<file path="src/rtl/level_token_controller.sv">
// level_token_controller
//   Drives one level of a tile-based game. On reset it rewrites every token
//   tile with TKN (RESTORE), then in PLAY it turns touched tokens into SKY
//   tiles, counts collected tokens down and runs a seconds countdown. It
//   settles in WIN or LOSE until the next reset.
//
// Ports
//   vga_clock        single clock
//   reset            synchronous active-high reset
//   token_col/row    packed background column (5b) / row (4b) per token
//   touch            per-token contact level from the coin detectors
//   hazard_hit       enemy contact level
//   tile_we/row/col/value  registered single write port into the background
//   collected        sticky per-token collected flags
//   tokens_remaining tokens still to collect
//   seconds          time left
//   state            0 RESTORE, 1 PLAY, 2 WIN, 3 LOSE
//   win/lose         decoded from the state register

module level_token_controller #(
  parameter int unsigned NUM_TOKENS        = 3,
  parameter int unsigned TIME_LIMIT_S      = 60,
  parameter int unsigned CLOCKS_PER_SECOND = 25_000_000,
  parameter logic [7:0]  SKY               = 8'd1,
  parameter logic [7:0]  TKN               = 8'd4
) (
  input  logic                    vga_clock,
  input  logic                    reset,
  input  logic [NUM_TOKENS*5-1:0] token_col,
  input  logic [NUM_TOKENS*4-1:0] token_row,
  input  logic [NUM_TOKENS-1:0]   touch,
  input  logic                    hazard_hit,
  output logic                    tile_we,
  output logic [3:0]              tile_row,
  output logic [4:0]              tile_col,
  output logic [7:0]              tile_value,
  output logic [NUM_TOKENS-1:0]   collected,
  output logic [4:0]              tokens_remaining,
  output logic [7:0]              seconds,
  output logic [1:0]              state,
  output logic                    win,
  output logic                    lose
);

  localparam logic [1:0] StRestore = 2'd0;
  localparam logic [1:0] StPlay    = 2'd1;
  localparam logic [1:0] StWin     = 2'd2;
  localparam logic [1:0] StLose    = 2'd3;

  localparam int unsigned PW = $clog2(CLOCKS_PER_SECOND);
  localparam logic [PW-1:0] PrescLast = PW'(CLOCKS_PER_SECOND - 1);

  logic [1:0]            state_q, state_d;
  logic [4:0]            ridx_q, ridx_d;
  logic [NUM_TOKENS-1:0] pending_q, pending_d;
  logic [NUM_TOKENS-1:0] collected_q, collected_d;
  logic [4:0]            remaining_q, remaining_d;
  logic [7:0]            seconds_q, seconds_d;
  logic [PW-1:0]         presc_q, presc_d;
  logic                  tile_we_q, tile_we_d;
  logic [3:0]            tile_row_q, tile_row_d;
  logic [4:0]            tile_col_q, tile_col_d;
  logic [7:0]            tile_value_q, tile_value_d;

  // Lowest-index pending token, as one-hot mask and as index.
  logic                  svc_valid;
  logic [3:0]            svc_idx;
  logic [NUM_TOKENS-1:0] svc_mask;

  always_comb begin
    svc_valid = 1'b0;
    svc_idx   = '0;
    svc_mask  = '0;
    for (int i = 0; i < int'(NUM_TOKENS); i++) begin
      if (pending_q[i] && !svc_valid) begin
        svc_valid   = 1'b1;
        svc_idx     = 4'(i);
        svc_mask[i] = 1'b1;
      end
    end
  end

  always_comb begin
    state_d      = state_q;
    ridx_d       = ridx_q;
    pending_d    = pending_q;
    collected_d  = collected_q;
    remaining_d  = remaining_q;
    seconds_d    = seconds_q;
    presc_d      = presc_q;
    tile_we_d    = 1'b0;
    tile_row_d   = tile_row_q;
    tile_col_d   = tile_col_q;
    tile_value_d = tile_value_q;

    case (state_q)
      StRestore: begin
        pending_d = '0;
        if (ridx_q < 5'(NUM_TOKENS)) begin
          tile_we_d    = 1'b1;
          tile_row_d   = token_row[4*ridx_q[3:0] +: 4];
          tile_col_d   = token_col[5*ridx_q[3:0] +: 5];
          tile_value_d = TKN;
          ridx_d       = ridx_q + 5'd1;
        end else begin
          // One idle cycle after the last write, then play starts.
          state_d = StPlay;
        end
      end

      StPlay: begin
        // The token being serviced is masked so a held touch cannot re-arm it
        // before its collected flag is visible.
        pending_d = (pending_q | (touch & ~collected_q)) & ~svc_mask;
        if (svc_valid) begin
          tile_we_d    = 1'b1;
          tile_row_d   = token_row[4*svc_idx +: 4];
          tile_col_d   = token_col[5*svc_idx +: 5];
          tile_value_d = SKY;
          collected_d  = collected_q | svc_mask;
          remaining_d  = remaining_q - 5'd1;
        end

        if (presc_q == PrescLast) begin
          presc_d = '0;
          if (seconds_q != 8'd0) seconds_d = seconds_q - 8'd1;
        end else begin
          presc_d = presc_q + PW'(1);
        end

        // Losing wins ties with winning.
        if (hazard_hit || (seconds_q == 8'd0)) begin
          state_d = StLose;
        end else if (remaining_q == 5'd0) begin
          state_d = StWin;
        end
      end

      default: begin
        pending_d = '0;
      end
    endcase
  end

  always_ff @(posedge vga_clock) begin
    if (reset) begin
      state_q      <= StRestore;
      ridx_q       <= '0;
      pending_q    <= '0;
      collected_q  <= '0;
      remaining_q  <= 5'(NUM_TOKENS);
      seconds_q    <= 8'(TIME_LIMIT_S);
      presc_q      <= '0;
      tile_we_q    <= 1'b0;
      tile_row_q   <= '0;
      tile_col_q   <= '0;
      tile_value_q <= '0;
    end else begin
      state_q      <= state_d;
      ridx_q       <= ridx_d;
      pending_q    <= pending_d;
      collected_q  <= collected_d;
      remaining_q  <= remaining_d;
      seconds_q    <= seconds_d;
      presc_q      <= presc_d;
      tile_we_q    <= tile_we_d;
      tile_row_q   <= tile_row_d;
      tile_col_q   <= tile_col_d;
      tile_value_q <= tile_value_d;
    end
  end

  assign tile_we          = tile_we_q;
  assign tile_row         = tile_row_q;
  assign tile_col         = tile_col_q;
  assign tile_value       = tile_value_q;
  assign collected        = collected_q;
  assign tokens_remaining = remaining_q;
  assign seconds          = seconds_q;
  assign state            = state_q;
  assign win              = (state_q == StWin);
  assign lose             = (state_q == StLose);

endmodule
</file>
<file path="config.mk">
export PLATFORM = sky130hd
export DESIGN_NAME = level_token_controller
export DESIGN_NICKNAME = d
export VERILOG_FILES = /design/src/rtl/level_token_controller.sv
export SDC_FILE = /design/constraint.sdc
export NUM_CORES = 1
export LEC_CHECK = 0
export ABC_AREA = 1
export CAP_MARGIN = 10
export CORE_ASPECT_RATIO = 0.8
export CORE_MARGIN = 2
export CORE_UTILIZATION = 40
export DETAILED_ROUTE_END_ITERATION = 12
export GPL_ROUTABILITY_DRIVEN = 0
export PLACE_DENSITY = 0.7
export SETUP_SLACK_MARGIN = 0.1
export SYNTH_ARGS = -nofsm -noshare
export SYNTH_HDL_FRONTEND = slang
export SYNTH_SLANG_ARGS = --single-unit
</file>
<file path="constraint.sdc">
create_clock -name vga_clock -period 1.58 [get_ports vga_clock]
set_input_delay 0.395 -clock vga_clock [delete_from_list [all_inputs] [get_ports vga_clock]]
set_output_delay 0.395 -clock vga_clock [all_outputs]
set_load 0.02 [all_outputs]
</file>
# ---- Yosys cells after proc, flatten, opt, wreduce, memory -nomap -nowiden
# Cells that the tools add are included.
dict set report word_totals {
  register_bits 69
  output_inout_bits 38
  word_cells 77
}
dict set report classes {
  add_sub_neg 4
  multipliers 2
  order_cmp 1
  eq_ne 8
  shift 4
  n_mux 24
  n_bitwise 7
  n_reduce_logical 16
}
# operator n
set ops {}
lappend ops {{15-bit by 8-bit indexed part select with 5-bit output} 2}
lappend ops {{25-bit by 1-bit adder with 25-bit output (second input constant)} 1}
lappend ops {{25-bit == test (second input constant)} 1}
lappend ops {{25-bit two-way mux} 1}
lappend ops {{12-bit by 7-bit indexed part select with 4-bit output} 2}
lappend ops {{8-bit two-way mux} 2}
lappend ops {{8-bit case mux with 2 select lines} 1}
lappend ops {{3-bit by 4-bit multiplier with 7-bit output (first input constant)} 2}
lappend ops {{4-bit two-way mux} 3}
lappend ops {{5-bit two-way mux} 2}
lappend ops {{5-bit case mux with 2 select lines} 1}
lappend ops {{3-bit AND reduction} 3}
lappend ops {{8-bit zero test} 1}
lappend ops {{1-bit two-way mux} 8}
lappend ops {{4-bit case mux with 2 select lines} 1}
lappend ops {{8-bit nonzero test} 1}
lappend ops {{8-bit by 1-bit subtractor with 8-bit output (second input constant)} 1}
lappend ops {{3-bit bitwise AND} 2}
lappend ops {{2-bit two-way mux} 3}
lappend ops {{2-bit != test (second input constant)} 3}
lappend ops {{3-bit NOT} 2}
lappend ops {{3-bit OR} 2}
lappend ops {{5-bit by 1-bit adder with 5-bit output (second input constant)} 1}
lappend ops {{5-bit zero test} 1}
lappend ops {{other kinds (15)} 19}

# ---- Logic depth before layout (Yosys ltp)
dict set report depth {
  depth_word 11
  mapped_depth 10
  mapped_depth_nobuf 10
}

# ---- Worst setup path before layout
# Ideal clock, no wire load.
dict set report synth_timing {
  path_kind {reg2reg}
  from {register state_q[0], in the netlist state[0]}
  to {register presc_q[16]}
  setup_time_ns 0.113
  arrival_time_ns 1.458
  t_required_ns 1.467
  setup_slack_ns 0.009
  path_stages_with_launch 10
  cell_sequence {dfxtp_1 > inv_2 > nor2_8 > nand3_4 > nor2_4 > nand2_2 > nor2_4 > nand3_2 > nor2_1 > nor2_1}
}
dict set report synth_via {
  elab_chain_len 1
}
# element line
set synth_rtl {}
lappend synth_rtl {{from (decl)} 53} ;# logic [1:0] state_q, state_d;
lappend synth_rtl {{from (signal assigned)} 147} ;# state_q <= StRestore;
lappend synth_rtl {{from (signal assigned)} 159} ;# state_q <= state_d;
lappend synth_rtl {{2-bit by 1-bit == test with 1-bit output} 96} ;# case (state_q)
lappend synth_rtl {{to (signal assigned)} 165} ;# presc_q <= presc_d;
lappend synth_rtl {{to (decl)} 59} ;# logic [PW-1:0] presc_q, presc_d;
# Every way passes these cells.
# A chain may end at the register's enable or synchronous reset.

# ---- Worst setup path after layout
dict set report layout_timing {
  from {register state_q[1], in the netlist state[1]}
  to {register presc_q[17]}
}
# The elaborated chain is that of the path after synthesis.

==> out/metrics.cfg <==
[worst_setup_path]
cp-start-kind = flip-flop
arrival_ns = 1.70
end_kind = flip-flop
worstPathMaxFanout = 8
reg2reg_from = state[1]
startpoint = state[1]
critPathKind = flip-flop to flip-flop
rr_worst_depth = 8
cp.required_ns = 1.80

[die]
die-area_sq_um = 9470
initial_core_util_pct = 41.0
pin_count = 71
fp.dieW_microns = 108
rows = 30
core_area_sq_um = 8480
die_y_microns = 87.4

[placement]
dp.final_hpwl_microns = 6510
port_buffers = 64
placed_cells_incl_taps = 714
pre_cts_slack_ns = -0.0119

[yosys]
synth.top_cell.area_share_pct = 36.2
syn-cell-area_sq_um = 3480
ys_warn_count = 0
ys_seq_area_share_pct = 36.2
synth.largest_area_cell = dfxtp_1
ys.flop_type = dfxtp_1
synth_edf_count = 0
synth_common_cells = nand2_1 (128), nor2_1 (91), inv_1 (71), dfxtp_1 (63), nand3_1 (33)
yosysMostFrequentCell = nand2_1
synthCells = 529
synth.area.top_cells = dfxtp_1 (36%), nand2_1 (14%), nor2_1 (9.8%)
ys_seq_elements = 63
avgSynthCellArea_sq_um = 6.58
synthArstFlopShare_pct = 0
ys_types = 36

[sta]
setup_viol_count_final = 0
fmax_mhz = 676
slew_viol_final = 0
clock_skew_ns = 0.0117
fin_tns_setup_ns = 0
min_period_ns = 1.48
min_period_over_period_pct = 93.6
hold_viol = 0
setup_slack_ns = 0.101
grt_setup_unrepaired = true

[clock_network]
clock_latency_ns = 0.34
cts_buffers = 9
clockBufferDepth = 2
numClockSinks = 63
path_clk_slew_ns = 0.07
cts_tree = built
htree_levels = 3
cts_root_buf = clkbuf_8

[global_routing]
grt_pass1_vias = 3303
grt_pass1_wl_microns = 14600
antenna_found_initial = 0
use_met3_pct = 5.24
grt_max_degree = 25
grtUsageTotal_pct = 19.1
use_met2_pct = 32.4
gr-max-usage-layer = met2
grt_overflow = 0
grt_use_met1_pct = 24.8

[power_and_ir_drop]
power_density_nw_per_um2 = 1270
p_total_mw = 6.03
p_leak_nw = 2.04
max-vdd-ir-drop_mv = 0.764

[finish]
antenna_cells = 0
multi_input_area_sq_um = 2010
final_nets = 661
syn2layout_area_growth_pct = 36.0
n_fill_cell = 831
ff_latch_area_sq_um = 1300
fin_util_pct = 55.8
drive_above_1_share_pct = 21.1
layoutNonFillerInstCount = 739

[job]
drv_cap = 0

[hold_path]
worstHoldPathCells = 2
min_from = ridx_q[3]
min-delay-path-class = flip-flop to flip-flop

[routing]
drc = 0
num_vias = 3617
viasPerCell = 4.89
wl_per_cell_microns = 12.3
drt_wl_total_microns = 9080
dr.pass1.iters = 5
ant_nets = 0
drt_iter0_markers = 126

[outcome]
status = finished clean

## where the power goes
group          internal, mW  total (mW)  switching, mW  leakage, nW
clock network         0.730        1.40          0.669       0.0992
logic                  1.06        2.68           1.62         1.42
registers              1.80        1.95          0.149        0.522
total                  3.59        6.03           2.43         2.04
## worst max-delay path, cell delays in order (launching register included)
cell        delay (ns)
dfxtp_2           0.34
buf_4             0.17
nor2_8            0.15
buf_4             0.15
nand3_1           0.08
nand2_2           0.10
clkinvlp_4        0.19
nand2_1           0.12
nor2_1            0.04
## path summary, 6_finish.rpt
| check | endpoint | slack, ns |
|---|---|---|
| max | presc_q[17] | 0.10 |
| min | ridx_q[3] | 0.44 |
| max reg2reg | presc_q[17] | 0.10 |
| min reg2reg | ridx_q[3] | 0.44 |
## cell families after synthesis
kind of cell             after synthesis  synth area share (%)
AO/OA/AOI/OAI                         48                  7.52
XOR/XNOR                              12                  3.02
adder cells (fa/ha/maj)                6                  2.16
buffers and inverters                 89                  11.0
flip-flops                            63                  36.2
other                                  1                 0.108
AND/OR/NAND/NOR                      310                  39.9
## flip-flops by register name, indices dropped and copies added, names as in the netlist
name / count
seconds: 8
tile_value: 2
tile_col: 5
ridx_q: 5
state: 2
tile_row: 4
pending_q: 3
collected: 3
tokens_remaining: 5
tile_we: 1
presc_q: 25
## layer usage
metal  wire length [microns]  share of wire [%]
met5                       0                  0
met4                      92                1.0
met3                     562                6.2
met2                    4320                 48
met1                    4110                 45
## stage by stage
stage,hold WS [ns],area [sq um]
floorplan,0.410,3510
global placement,0.419,4330
detailed placement,0.424,4330
CTS,0.434,4560
global route,0.468,4730
finish,0.437,4730
## cell usage in the layout, fill, tap and decap left out, drive strengths merged, types with 5 or more instances in the layout
master / n
dlygate4sd2: 20
inv: 73
nand3: 35
clkdlybuf4s15: 5
nand4: 17
ha: 6
conb: 6
nor3: 19
xor2: 10
nor2: 98
clkdlybuf4s50: 32
buf: 28
nand2: 137
o21ai: 16
clkbuf: 14
dfxtp: 63
clkinv: 5
a21oi: 28
## what timing repair did
action | in CTS | in global routing
pin swaps | 3 | 15
buffers inserted | 4 | 3
endpoints found under the setup margin | 63 | 52
resized for setup | 56 | 64
gates cloned | 1 | 1
hold buffers | 0 | 0
## area by class of cell
cell class	instances	share of cell area [%]
clock buffer	9	2.62
timing repair buffer	90	17.0
sequential	63	27.4
multi-input combinational	384	42.4
inverter	74	6.00
clock inverter	7	1.56
tap	112	2.96
(Power assumes the default switching activity.)
==> variant 1 (config.mk and constraints unchanged) <==
Add an input register stage for `token_col`, `token_row`, `touch` and `hazard_hit`; this delays them by one clock.
--- a/src/rtl/level_token_controller.sv
+++ b/src/rtl/level_token_controller.sv
@@ -51,4 +51,16 @@
   localparam logic [PW-1:0] PrescLast = PW'(CLOCKS_PER_SECOND - 1);
 
+  logic [NUM_TOKENS*5-1:0] token_col_q;
+  logic [NUM_TOKENS*4-1:0] token_row_q;
+  logic [NUM_TOKENS-1:0] touch_q;
+  logic hazard_hit_q;
+
+  always_ff @(posedge vga_clock) begin
+    token_col_q  <= token_col;
+    token_row_q  <= token_row;
+    touch_q      <= touch;
+    hazard_hit_q <= hazard_hit;
+  end
+
   logic [1:0]            state_q, state_d;
   logic [4:0]            ridx_q, ridx_d;
@@ -99,6 +111,6 @@
         if (ridx_q < 5'(NUM_TOKENS)) begin
           tile_we_d    = 1'b1;
-          tile_row_d   = token_row[4*ridx_q[3:0] +: 4];
-          tile_col_d   = token_col[5*ridx_q[3:0] +: 5];
+          tile_row_d   = token_row_q[4*ridx_q[3:0] +: 4];
+          tile_col_d   = token_col_q[5*ridx_q[3:0] +: 5];
           tile_value_d = TKN;
           ridx_d       = ridx_q + 5'd1;
@@ -112,9 +124,9 @@
         // The token being serviced is masked so a held touch cannot re-arm it
         // before its collected flag is visible.
-        pending_d = (pending_q | (touch & ~collected_q)) & ~svc_mask;
+        pending_d = (pending_q | (touch_q & ~collected_q)) & ~svc_mask;
         if (svc_valid) begin
           tile_we_d    = 1'b1;
-          tile_row_d   = token_row[4*svc_idx +: 4];
-          tile_col_d   = token_col[5*svc_idx +: 5];
+          tile_row_d   = token_row_q[4*svc_idx +: 4];
+          tile_col_d   = token_col_q[5*svc_idx +: 5];
           tile_value_d = SKY;
           collected_d  = collected_q | svc_mask;
@@ -130,5 +142,5 @@
 
         // Losing wins ties with winning.
-        if (hazard_hit || (seconds_q == 8'd0)) begin
+        if (hazard_hit_q || (seconds_q == 8'd0)) begin
           state_d = StLose;
         end else if (remaining_q == 5'd0) begin
Function: changed (a bounded check fails within 4 cycles, from zero or initial values and one cycle with reset high).
==> variant 1 against the original RTL <==
Core utilization increased by 0.40 points; wire length up 9.3%; clock skew about the same; area after synthesis increased by 20%; power increased by 33%; final area up 21%; die area up 19%; via count grew 3.2%; maximum frequency grew 0.15%; sequential cell count increased by 31; worst setup slack improved by 0.0022 ns; highest routed layer unchanged.
==> variant 1: results (changes against the original RTL) <==
status complete, no violations; DP Wirelength 6.75 mm (+3.7%); r2r endpoint presc_q[11]; Post-Route M1 WL 4.43 mm (+7.8%); largest net degree at the start of global routing 21 (-16%); Worst Path Max Fanout 10 (+2); P&R area growth vs syn 37.4%; CP max stage delay 0.37 ns (+0.03 ns); Via density 4.71 (-3.8%); share of layout cells above drive strength 1 0.236 (+0.0253); DR WL/cell 12.5 um (+1.9%); HP Start ridx_q[4]; Clock buf/inv share 0.0539 (+0.0122); initial drt markers 116 (-7.9%); Synth Area per Inst 7.68 um^2 (+17%); signal buffers share of area 0.167 (-0.00299); multi-input combinational area share 0.364 (-0.0608); Setup Skew 0.0120 ns (+0.000337 ns); num rows 33 (+10%); clock root buffer master clkbuf_16; worst vdd ir 640 uV (-16%); Final Hold Slack 0.426 ns (-0.0112 ns); power of the clock network 2260 uW (+61%); Net Sw Power 2810 uW (+15%); Non-clock buffers 103 (+14%); sequential cell count 94 (+49%); Seq/total area 0.332 (+0.0582); routed wl met3 447 um (-20%); Seq. pwr 2830 uW (+45%); Worst path slowest cell dfxtp_4; Worst path top cell family by delay simple AND/OR/NAND/NOR gates; Internal Dissipation 5190 uW (+44%); vias in the first global route 3432 (+3.9%); most frequent cells after synthesis nand2_1, dfxtp_1, nor2_1; Signal inverters 75 (+1.4%); Area after DPL 5070 um^2 (+17%); fillcell total 908 (+9.3%); hold path endpoint ridx_q[4]; P_leak 0.00251 uW (+23%); Net count, final 687 (+3.9%); reg2reg start presc_q[0]; first-pass GRT wire length 15.7 mm (+7.9%); Global Route Usage Sum 0.175 (-0.0166); Cells after DPL 759 (+6.3%); top cells by area, synth dfxtp_1, nand2_1, nor2_1; wire length on met2 4.92 mm (+14%); Seq/Total Area, Yosys 0.451 (+0.0888); area share of the largest cell type after synthesis 0.451 (+0.0888)
[variant 1: changes by cell type after synthesis, sizes merged, moves of 3 or more]
cell | before | now
dfxtp | 63 | 94
nand2 | 136 | 124
nand3b | 2 | 7
xor2 | 10 | 7
nor3 | 19 | 11
nand4 | 17 | 10
[variant 1: routing by layer]
| metal | global-route usage | vias to the layer above |
|---|---|---|
| met5 | 0 | - |
| met4 | 0.0492 | 0 |
| li1 | - | 1913 |
| met1 | 0.213 | 1725 |
| met3 | 0.0467 | 11 |
| met2 | 0.308 | 84 |
[variant 1: logic make-up after synthesis]
logic type,count (synthesis),synth area share
flip-flops,94,0.451
AO/OA/AOI/OAI,54,0.0768
XOR/XNOR,9,0.0189
buffers and inverters,90,0.101
other,1,0.000899
AND/OR/NAND/NOR,289,0.333
adder cells (fa/ha/maj),6,0.0180
[variant 1: worst max path at each step]
| stage | depth (start not counted) | endpoint | slack [ns] |
|---|---|---|---|
| 2_1_floorplan | 9 | presc_q[16] | 0.10 |
| 3_3_place_gp | 3 | lose | -0.02 |
| 3_5_place_dp | 3 | lose | -0.01 |
| 4_1_cts | 1 | seconds[7] | 0.10 |
| 5_1_grt | 10 | tile_row[1] | 0.03 |
| 6_report | 8 | presc_q[11] | 0.10 |
[variant 1: timing repair]
action	4_1_cts	5_1_grt
setup buffers	5	12
pin swaps	10	16
gates resized for setup	64	66
endpoints found under the setup margin	66	51
gates cloned	0	1
[variant 1: tightest hold or removal path: stages (launching register included)]
cell and delay (ns):
dfxtp_1 0.31, inv_1 0.05, nor2_1 0.03
==> variant 2 (same settings) <==
Made on the original files. Change the parameter `CLOCKS_PER_SECOND` from 25_000_000 to 50_000_000.
--- a/src/rtl/level_token_controller.sv
+++ b/src/rtl/level_token_controller.sv
@@ -21,5 +21,5 @@
   parameter int unsigned NUM_TOKENS        = 3,
   parameter int unsigned TIME_LIMIT_S      = 60,
-  parameter int unsigned CLOCKS_PER_SECOND = 25_000_000,
+  parameter int unsigned CLOCKS_PER_SECOND = 50_000_000,
   parameter logic [7:0]  SKY               = 8'd1,
   parameter logic [7:0]  TKN               = 8'd4
Check against the original RTL: no difference found for any inputs over 10 cycles, from zero or initial values and one cycle with reset high; that may be too few to reach the edited logic, so the function may still have changed.
==> variant 2 against the original RTL <==
Wire length grew 9.1%; global-route usage grew 1.8 points; area after synthesis grew 0.11%; power grew 4.0%; clock skew grew 0.00091 ns; critical path depth grew 2; combinational power grew 3%; sequential cell count grew 1; sequential share of layout area shrank 1.3 points; final area grew 5.7%; non-clock buffer count grew 19; worst setup slack lost 0.067 ns; largest cell class unchanged; highest routed layer unchanged.
==> variant 2: results (changes against the original RTL) <==
most frequent cells after synthesis nand2_1, nor2_1, inv_1; Num CTS Buffers 9 (unchanged); status complete, no violations; Via density 5.00 (+2.1%); Worst Path Max Fanout 6 (-2); met1 Usage GRT 0.282 (+0.0341); GR Util met2 0.328 (+0.00400); vias in the first global route 3354 (+1.5%); CP max stage delay 0.36 ns (+0.02 ns); drt first pass iters 6 (+1); Global Route Usage Sum 0.209 (+0.0178); met3 Use GR 0.0546 (+0.00224); DP Wirelength 6.88 mm (+5.7%); HP Start ridx_q[4]; total wire length 9.91 mm (+9.1%); worst vdd ir 995 uV (+30%); Power Density 1250 nW/um^2 (-1.5%); Synth cell types 34 (-5.6%); top cells by area, synth dfxtp_1, nand2_1, nor2_1; Area after DPL 4460 um^2 (+3.0%); Net count, final 681 (+3.0%); Cells after DPL 730 (+2.2%); worst-skew pair later-pin latency 0.36 ns (+0.02 ns); share of layout cells above drive strength 1 0.229 (+0.0186); Cells after Synth 531 (+0.38%); routed wl met3 668 um (+19%); P_leak 0.00222 uW (+8.8%); initial drt markers 267 (+110%); Worst path slowest cell dfxtp_4; WP data arrival 1.83 ns (+0.13 ns); Post-Route M1 WL 4.52 mm (+10%); fillcell total 783 (-5.8%)
==> variant 2: cell count changes after synthesis, moves of 3 or more <==
| cell | before | now |
|---|---|---|
| nand2_4 | 4 | 0 |
| o21ai_0 | 12 | 8 |
| xor2_1 | 10 | 6 |
| nand4_1 | 17 | 22 |
| nor3b_1 | 1 | 4 |
| nor2_1 | 91 | 81 |
| nand2_1 | 128 | 136 |
| nor2_2 | 3 | 0 |
| inv_1 | 71 | 75 |
==> variant 2: final timing paths <==
check	cells after the start	endpoint	slack, ns
worst min register to register	2	ridx_q[4]	0.44
worst min-delay path	2	ridx_q[4]	0.44
worst max-delay path	10	tile_col[4]	0.03
worst max register to register	10	tile_col[4]	0.03
==> variant 2: logic make-up (layout without fill, tap and decap cells) <==
| family | after synthesis | count (layout) | synth area share |
|---|---|---|---|
| XOR/XNOR | 8 | 8 | 0.0201 |
| AO/OA/AOI/OAI | 48 | 48 | 0.0733 |
| flip-flops | 64 | 64 | 0.368 |
| other | 1 | 6 | 0.00108 |
| AND/OR/NAND/NOR | 311 | 311 | 0.402 |
| buffers and inverters | 93 | 203 | 0.115 |
| adder cells (fa/ha/maj) | 6 | 6 | 0.0216 |
==> variant 2: repair_timing <==
action | CTS | global route
resized for setup | 83 | 68
cloned | 0 | 2
setup buffers | 4 | 7
setup endpoints to repair | 68 | 58
pin swaps | 6 | 26
hold endpoints to repair | 0 | 0
==> variant 2: report_power, final <==
| group | internal, uW | switching, uW |
|---|---|---|
| clock network | 873 | 670 |
| logic | 1180 | 1590 |
| registers | 1820 | 142 |
| total | 3880 | 2400 |
==> variant 2: layout make-up <==
type                       instances  share of cell area
clock buffer                       9              0.0248
clock inverter                     6              0.0170
inverter                          79              0.0598
multi-input combinational        379               0.404
sequential                        64               0.261
tap                              112              0.0280
timing repair buffer             109               0.205
